$ cat src/rtl/mmio_pkg.sv
// Shared constants and types for the data-side memory subsystem.
package mmio_pkg;

  // Address map
  localparam logic [31:0] MMIO_BASE       = 32'h8000_0000;
  localparam logic [31:0] OFF_TIMER_COUNT = 32'h0000_0000;
  localparam logic [31:0] OFF_TIMER_CMP   = 32'h0000_0004;
  localparam logic [31:0] OFF_TIMER_STAT  = 32'h0000_0008;
  localparam logic [31:0] OFF_UART_DATA   = 32'h0000_0010;
  localparam logic [31:0] OFF_UART_STAT   = 32'h0000_0014;

  localparam logic [31:0] ADDR_TIMER_COUNT = MMIO_BASE + OFF_TIMER_COUNT;
  localparam logic [31:0] ADDR_TIMER_CMP   = MMIO_BASE + OFF_TIMER_CMP;
  localparam logic [31:0] ADDR_TIMER_STAT  = MMIO_BASE + OFF_TIMER_STAT;
  localparam logic [31:0] ADDR_UART_DATA   = MMIO_BASE + OFF_UART_DATA;
  localparam logic [31:0] ADDR_UART_STAT   = MMIO_BASE + OFF_UART_STAT;

  // UART serializer states
  typedef enum logic [1:0] {StIdle, StStart, StData, StStop} uart_state_e;

  // UART_STAT bit positions
  localparam int unsigned STAT_EMPTY_BIT = 0;
  localparam int unsigned STAT_FULL_BIT  = 1;
  localparam int unsigned STAT_BUSY_BIT  = 2;
  localparam int unsigned STAT_OVF_BIT   = 3;

endpackage

$ cat src/rtl/mmio_uart_tx.sv
// Buffered 8N1 UART transmitter: byte FIFO feeding a start/data/stop serializer.
module mmio_uart_tx
  import mmio_pkg::*;
#(
  parameter int unsigned FIFO_DEPTH   = 4,
  parameter int unsigned CLKS_PER_BIT = 4
) (
  input  logic       clk,
  input  logic       reset,
  input  logic       push,
  input  logic [7:0] push_data,
  input  logic       clr_ovf,
  output logic       empty,
  output logic       full,
  output logic       busy,
  output logic       overflow,
  output logic       uart_tx
);

  localparam int unsigned AW = $clog2(FIFO_DEPTH);
  localparam int unsigned BW = $clog2(CLKS_PER_BIT);
  localparam logic [BW-1:0] BaudLast = BW'(CLKS_PER_BIT - 1);
  localparam logic [BW-1:0] BaudOne  = BW'(1);
  localparam logic [AW:0]   PtrOne   = (AW + 1)'(1);

  logic [7:0]  fifo_mem [FIFO_DEPTH];
  logic [AW:0] wptr_q, rptr_q;
  logic        ovf_q;
  logic        pop, push_ok;

  uart_state_e   state_q, state_d;
  logic [BW-1:0] baud_q, baud_d;
  logic [2:0]    bit_q, bit_d;
  logic [7:0]    shift_q, shift_d;
  logic          tx_q, tx_d;

  // Extra wrap bit distinguishes full from empty when the index bits match.
  assign empty   = (wptr_q == rptr_q);
  assign full    = (wptr_q[AW] != rptr_q[AW]) && (wptr_q[AW-1:0] == rptr_q[AW-1:0]);
  // A same-edge pop frees a slot, so a push into a full FIFO is accepted then.
  assign push_ok = push && (!full || pop);

  // FIFO pointers and sticky overflow flag
  always_ff @(posedge clk or posedge reset) begin
    if (reset) begin
      wptr_q <= '0;
      rptr_q <= '0;
      ovf_q  <= 1'b0;
    end else begin
      if (push_ok) wptr_q <= wptr_q + PtrOne;
      if (pop)     rptr_q <= rptr_q + PtrOne;
      if (push && !push_ok) ovf_q <= 1'b1;
      else if (clr_ovf)     ovf_q <= 1'b0;
    end
  end

  // FIFO storage, no reset needed
  always_ff @(posedge clk) begin
    if (push_ok) fifo_mem[wptr_q[AW-1:0]] <= push_data;
  end

  // Serializer state register
  always_ff @(posedge clk or posedge reset) begin
    if (reset) begin
      state_q <= StIdle;
      baud_q  <= '0;
      bit_q   <= '0;
      shift_q <= '0;
      tx_q    <= 1'b1;
    end else begin
      state_q <= state_d;
      baud_q  <= baud_d;
      bit_q   <= bit_d;
      shift_q <= shift_d;
      tx_q    <= tx_d;
    end
  end

  // Serializer next-state logic
  always_comb begin
    state_d = state_q;
    baud_d  = baud_q;
    bit_d   = bit_q;
    shift_d = shift_q;
    pop     = 1'b0;
    unique case (state_q)
      StIdle: begin
        if (!empty) begin
          pop     = 1'b1;
          shift_d = fifo_mem[rptr_q[AW-1:0]];
          baud_d  = '0;
          state_d = StStart;
        end
      end
      StStart: begin
        if (baud_q == BaudLast) begin
          baud_d  = '0;
          bit_d   = '0;
          state_d = StData;
        end else begin
          baud_d = baud_q + BaudOne;
        end
      end
      StData: begin
        if (baud_q == BaudLast) begin
          baud_d = '0;
          if (bit_q == 3'd7) begin
            state_d = StStop;
          end else begin
            bit_d   = bit_q + 3'd1;
            shift_d = {1'b0, shift_q[7:1]};
          end
        end else begin
          baud_d = baud_q + BaudOne;
        end
      end
      StStop: begin
        if (baud_q == BaudLast) begin
          baud_d  = '0;
          state_d = StIdle;
        end else begin
          baud_d = baud_q + BaudOne;
        end
      end
      default: state_d = StIdle;
    endcase
  end

  // Line level for the next state, registered so uart_tx comes straight from a flop
  always_comb begin
    tx_d = 1'b1;
    case (state_d)
      StStart: tx_d = 1'b0;
      StData:  tx_d = shift_d[0];
      default: tx_d = 1'b1;
    endcase
  end

  assign busy     = (state_q != StIdle);
  assign overflow = ovf_q;
  assign uart_tx  = tx_q;

endmodule

$ cat src/rtl/data_bus_mmio.sv
// Data-side memory: word RAM, free-running timer with compare flag, and UART TX window.
module data_bus_mmio
  import mmio_pkg::*;
#(
  parameter int unsigned RAM_WORDS    = 64,
  parameter int unsigned FIFO_DEPTH   = 4,
  parameter int unsigned CLKS_PER_BIT = 4
) (
  input  logic        clk,
  input  logic        reset,
  input  logic        MemWrite,
  input  logic [31:0] Addr,
  input  logic [31:0] WriteData,
  output logic [31:0] ReadData,
  output logic        uart_tx,
  output logic        timer_irq
);

  localparam int unsigned RIW = $clog2(RAM_WORDS);

  logic [31:0]    ram_q [RAM_WORDS];
  logic [RIW-1:0] ram_idx;
  logic [31:0]    word_addr;
  logic           unused_addr;
  logic           sel_ram;
  logic           wr_cmp, wr_stat, push, clr_ovf;
  logic [31:0]    count_q, cmp_q;
  logic           match_q;
  logic           u_empty, u_full, u_busy, u_ovf;
  logic [31:0]    uart_stat;

  // Word accesses only: byte offset bits are dropped from the decode.
  assign word_addr   = {Addr[31:2], 2'b00};
  assign unused_addr = ^Addr[1:0];
  assign ram_idx     = Addr[RIW+1:2];
  assign sel_ram     = !Addr[31];

  assign wr_cmp  = MemWrite && (word_addr == ADDR_TIMER_CMP);
  assign wr_stat = MemWrite && (word_addr == ADDR_TIMER_STAT);
  assign push    = MemWrite && (word_addr == ADDR_UART_DATA);
  assign clr_ovf = MemWrite && (word_addr == ADDR_UART_STAT) && WriteData[3];

  // Word RAM, contents survive reset
  always_ff @(posedge clk) begin
    if (MemWrite && sel_ram) ram_q[ram_idx] <= WriteData;
  end

  // Timer: free-running count, compare register, sticky match (set beats W1C)
  always_ff @(posedge clk or posedge reset) begin
    if (reset) begin
      count_q <= '0;
      cmp_q   <= '1;
      match_q <= 1'b0;
    end else begin
      count_q <= count_q + 32'd1;
      if (wr_cmp) cmp_q <= WriteData;
      if (count_q == cmp_q)               match_q <= 1'b1;
      else if (wr_stat && WriteData[0])   match_q <= 1'b0;
    end
  end

  assign timer_irq = match_q;

  mmio_uart_tx #(
    .FIFO_DEPTH  (FIFO_DEPTH),
    .CLKS_PER_BIT(CLKS_PER_BIT)
  ) u_uart (
    .clk      (clk),
    .reset    (reset),
    .push     (push),
    .push_data(WriteData[7:0]),
    .clr_ovf  (clr_ovf),
    .empty    (u_empty),
    .full     (u_full),
    .busy     (u_busy),
    .overflow (u_ovf),
    .uart_tx  (uart_tx)
  );

  // Assemble UART status word
  always_comb begin
    uart_stat                 = '0;
    uart_stat[STAT_EMPTY_BIT] = u_empty;
    uart_stat[STAT_FULL_BIT]  = u_full;
    uart_stat[STAT_BUSY_BIT]  = u_busy;
    uart_stat[STAT_OVF_BIT]   = u_ovf;
  end

  // Combinational read mux
  always_comb begin
    ReadData = '0;
    if (sel_ram) begin
      ReadData = ram_q[ram_idx];
    end else begin
      case (word_addr)
        ADDR_TIMER_COUNT: ReadData = count_q;
        ADDR_TIMER_CMP:   ReadData = cmp_q;
        ADDR_TIMER_STAT:  ReadData = {31'd0, match_q};
        ADDR_UART_STAT:   ReadData = uart_stat;
        default:          ReadData = '0;
      endcase
    end
  end

endmodule

$ cat config.mk
export PLATFORM = sky130hd
export DESIGN_NAME = data_bus_mmio
export DESIGN_NICKNAME = d
export VERILOG_FILES = /design/src/rtl/mmio_pkg.sv /design/src/rtl/mmio_uart_tx.sv /design/src/rtl/data_bus_mmio.sv
export SDC_FILE = /design/constraint.sdc
export NUM_CORES = 2
export LEC_CHECK = 0
export CAP_MARGIN = 10
export CORE_ASPECT_RATIO = 0.8
export CORE_MARGIN = 2
export CORE_UTILIZATION = 28
export DETAILED_ROUTE_END_ITERATION = 8
export HOLD_SLACK_MARGIN = 0.12
export PLACE_DENSITY = 0.45
export SETUP_SLACK_MARGIN = 0.02
export SYNTH_ARGS = -nofsm -noshare
export SYNTH_HDL_FRONTEND = slang
export SYNTH_HIERARCHICAL = 1
export SYNTH_SLANG_ARGS = --single-unit
$ cat constraint.sdc
create_clock -name clk -period 6.2 [get_ports clk]
set_clock_uncertainty 0.2 [all_clocks]
set_input_delay 1.24 -clock clk [delete_from_list [all_inputs] [get_ports clk]]
set_output_delay 1.24 -clock clk [all_outputs]
set_load 0.01 [all_outputs]
==> impl_metrics.env <==
export IMPL_post_route_cell_area_um2=99100
export IMPL_worstPathArrival_ps=4620
export IMPL_synth_cell_type_count=69
export IMPL_cts_sinks=2168
export IMPL_vias_per_cell=4.93
export IMPL_synth_main_ff_cell="edfxtp_1"
export IMPL_finalWorstSetupSlack_ps=135
export IMPL_p_int_mw=23.8
export IMPL_drcViolationCount=0
export IMPL_crit_buf_inv=5
export IMPL_grt_max_degree=70
export IMPL_power_frac_comb_pct=5.5
export IMPL_antenna_found_initial=23
export IMPL_yosysTopAreaCell="edfxtp_1"
export IMPL_clockBufferDepth=4
export IMPL_end_kind="primary output"
export IMPL_whs_endpoint="u_uart/wptr_q[2]"
export IMPL_dp_hpwl_um=152000
export IMPL_path_common_cell="buf_12"
export IMPL_synth_warning_count=6
export IMPL_nets=4419
export IMPL_fp_dieArea_um2=304000
export IMPL_ys_ff_latch=2168
export IMPL_rsz0062_at_grt="false"
export IMPL_synth_edf_count=2080
export IMPL_finalCritPeriodShare_pct=97.8
export IMPL_first_pass_iters=5
export IMPL_cts_hold_buf=0
export IMPL_ant_nets=0
export IMPL_routedWlPerCell_um=30.2
export IMPL_gp_congestion=0.772
export IMPL_cts_root_buf="clkbuf_16"
export IMPL_cp_start_kind="input port"
export IMPL_final_cells=8498
export IMPL_drt_total_wl_um=257000
export IMPL_ys_top_cells_by_area="edfxtp_1 75%, mux4_2 13%, mux2i_1 1.6%"
export IMPL_cp_required_ps=4760
export IMPL_cts_tree="done"
export IMPL_path_delay_family="buffers and inverters"
export IMPL_cp_cell_sequence="buf_8 > buf_12 > buf_12 > mux4_2 > o21ai_0 > o221ai_1 > buf_4 > a211o_1 > clkdlybuf4s50_1"
export IMPL_synthToLayoutAreaGrowth_pct=18.2
export IMPL_max_cap_violations=0
export IMPL_place_area_um2=92500
export IMPL_track_usage_pct=16.6
export IMPL_vias=41900
export IMPL_criticalPathCategory="input port to primary output"
export IMPL_hp_class="flip-flop to flip-flop"
export IMPL_dieHeight_um=493
export IMPL_p_leak_nw=31.4
export IMPL_place_inst=8110
export IMPL_syn_area_um2=83800
export IMPL_clkPwrFrac_pct=41.6
export IMPL_seq_area_frac_synth_pct=77.2
export IMPL_ff2ff_path_depth=4
export IMPL_drive_above_1_share_pct=29.4
export IMPL_grt_first_pass_wirelength_um=353000
export IMPL_slew_viol_final=0
export IMPL_p_per_area_nw_per_um2=308
export IMPL_post_route_min_period_ps=6060
export IMPL_start_util_pct=28.2
export IMPL_regToRegStartpoint="u_uart/state_q[1]"
export IMPL_relSlewSlack_pct=21.2
export IMPL_htreeDepth=4
export IMPL_clk_latency_ps=860
export IMPL_p_total_mw=30.5
export IMPL_rr_endpoint="u_uart/fifo_mem[3][1]"
export IMPL_min_path_cells=1
export IMPL_std_cell_rows=179
export IMPL_synth_nets=3979
export IMPL_cts_buffers=213
export IMPL_min_from="u_uart/wptr_q[2]"
export IMPL_yosys_area_top_type_share_pct=74.5
export IMPL_ioPinCount=101
export IMPL_drt_iter0_markers=4381
export IMPL_syn_inst=3903
export IMPL_io_buffers=98
export IMPL_post_place_ws_ps=34.6
export IMPL_setup_violations=0
export IMPL_cts_clk_slew_worst_paths_ps=60
export IMPL_async_flop_share_pct=4.06
export IMPL_status="finished, final reports clean"
export IMPL_syn_area_per_cell_um2=21.5
export IMPL_grt_pass1_vias=42300
export IMPL_whs_ps=285
export IMPL_path_max_fanout=30
export IMPL_die_width_um=616
export IMPL_switching_share_pct=21.9
export IMPL_cp_slowest_stage_delay_ps=630
export IMPL_switchingPower_mw=6.67
export IMPL_hold_violations=0
export IMPL_worst_slew_pin_slew_ps=1180
export IMPL_ff2ff_setup_slack_ps=3640
export IMPL_fmax_mhz=165
export IMPL_ir_drop_uv=218
export IMPL_core_area_um2=298000
export IMPL_globalRouteOverflowTotal=0
export IMPL_seqPwrFrac_pct=53.0
export IMPL_cpMaxStageDelayCell="o21ai_0"
cells by family after synthesis:
family	count (synthesis)	share of synthesized area [%]
AND/OR/NAND/NOR	341	1.95
AO/OA/AOI/OAI	412	3.50
XOR/XNOR	72	0.761
adder cells (fa/ha/maj)	9	0.134
multiplexers	661	15.2
flip-flops	2168	77.2
buffers and inverters	240	1.30
state kept, by name, summed over array words and instances, names as in the netlist:
| register | flops |
|---|---|
| ram_q | 2048 |
| cmp_q | 32 |
| count_q | 32 |
| u_uart/fifo_mem | 32 |
| u_uart/shift_q | 8 |
| u_uart/bit_q | 3 |
| u_uart/rptr_q | 3 |
| u_uart/wptr_q | 3 |
| u_uart/baud_q | 2 |
| u_uart/state_q | 2 |
| timer_irq | 1 |
| u_uart/overflow | 1 |
| u_uart/uart_tx | 1 |
cells in the final DEF, fill, tap and decap left out, types with 9 or more instances in the layout:
cell type / count
a221oi_1: 30
nor2_1: 18
xor2_1: 47
a31oi_1: 35
buf_4: 309
o22ai_1: 30
clkdlybuf4s50_1: 57
dfrtp_1: 55
mux4_2: 483
a22oi_1: 104
diode_2: 9
xnor2_1: 24
nand3_1: 30
nor4_1: 11
nor3_1: 37
buf_2: 33
bufinv_16: 16
mux2i_1: 138
a21oi_1: 37
o221ai_1: 29
ha_1: 9
nand2_1: 100
mux2_2: 39
buf_12: 52
clkbuf_16: 217
nor2_4: 67
clkinv_2: 32
nand4_1: 11
a211oi_1: 22
a211o_1: 27
clkinv_1: 45
nor2b_1: 16
clkbuf_1: 57
o21ai_0: 65
dfstp_2: 33
inv_1: 9
edfxtp_1: 2080
per-layer routing:
| metal | up-vias | GRT usage, % | part of all wire, % |
|---|---|---|---|
| met4 | 0 | 3.53 | 2.0 |
| met3 | 296 | 2.68 | 5.7 |
| li1 | 17400 | - | - |
| met1 | 23000 | 23.9 | 45 |
| met2 | 1204 | 26.5 | 47 |
| met5 | - | 0 | 0 |
how the worst max path moves through the flow:
stage,endpoint,slack (ps),cells past startpoint,startpoint
finish,ReadData[13],140,9,Addr[2]
global route,ReadData[31],120,9,Addr[23]
CTS,ReadData[5],130,9,Addr[23]
detailed placement,ReadData[24],30,9,Addr[23]
global placement,ReadData[24],-10,9,Addr[22]
floorplan,ram_q[56][0],1490,8,Addr[2]
Yosys cell counts (33+ instances only):
master    instances
mux2i_1         138
nor3_1           38
clkbuf_1         96
buf_2            96
a21oi_1          37
a31oi_1          35
nand2_1         100
o21ai_0          65
dfrtp_1          55
nor2_1           86
mux4_2          483
xor2_1           47
edfxtp_1       2080
dfstp_2          33
a22oi_1         104
mux2_2           39
through the flow:
stage / TNS, ps / util, %
2_1_floorplan: 0 / -
3_3_place_gp: -13.1 / 31.1
3_5_place_dp: 0 / 31.1
4_1_cts: 0 / 33.3
5_1_grt: 0 / 33.3
6_report: 0 / 33.3
power by group through the flow:
stage               combinational (mW)  clock, mW  sequential, mW
global placement                  1.70          0            16.5
detailed placement                1.71          0            16.5
finish                            1.67       12.7            16.1
CTS                               1.71       13.0            16.1
global route                      1.77       13.5            16.1
floorplan                        0.738          0            16.4
layout make-up:
class	count	area [um^2]
inverter	12	47.5
fill	28100	199000
clock inverter	102	898
multi-input combinational	1495	18600
timing repair buffer	453	4130
clock buffer	277	5690
sequential	2168	64700
tap	3982	4980
antenna	9	22.5
what timing repair did:
action,4_1_cts,5_1_grt
endpoints found under the setup margin,1,0
gates resized for setup,1,0
buffers inserted,0,0
worst reg2reg max path: stages (launching register included):
cell     delay, ps
dfrtp_1        560
nor2_4         340
inv_1          250
nand4_1        290
and3_1         570
Note: power is estimated with default switching activity, not from simulation.
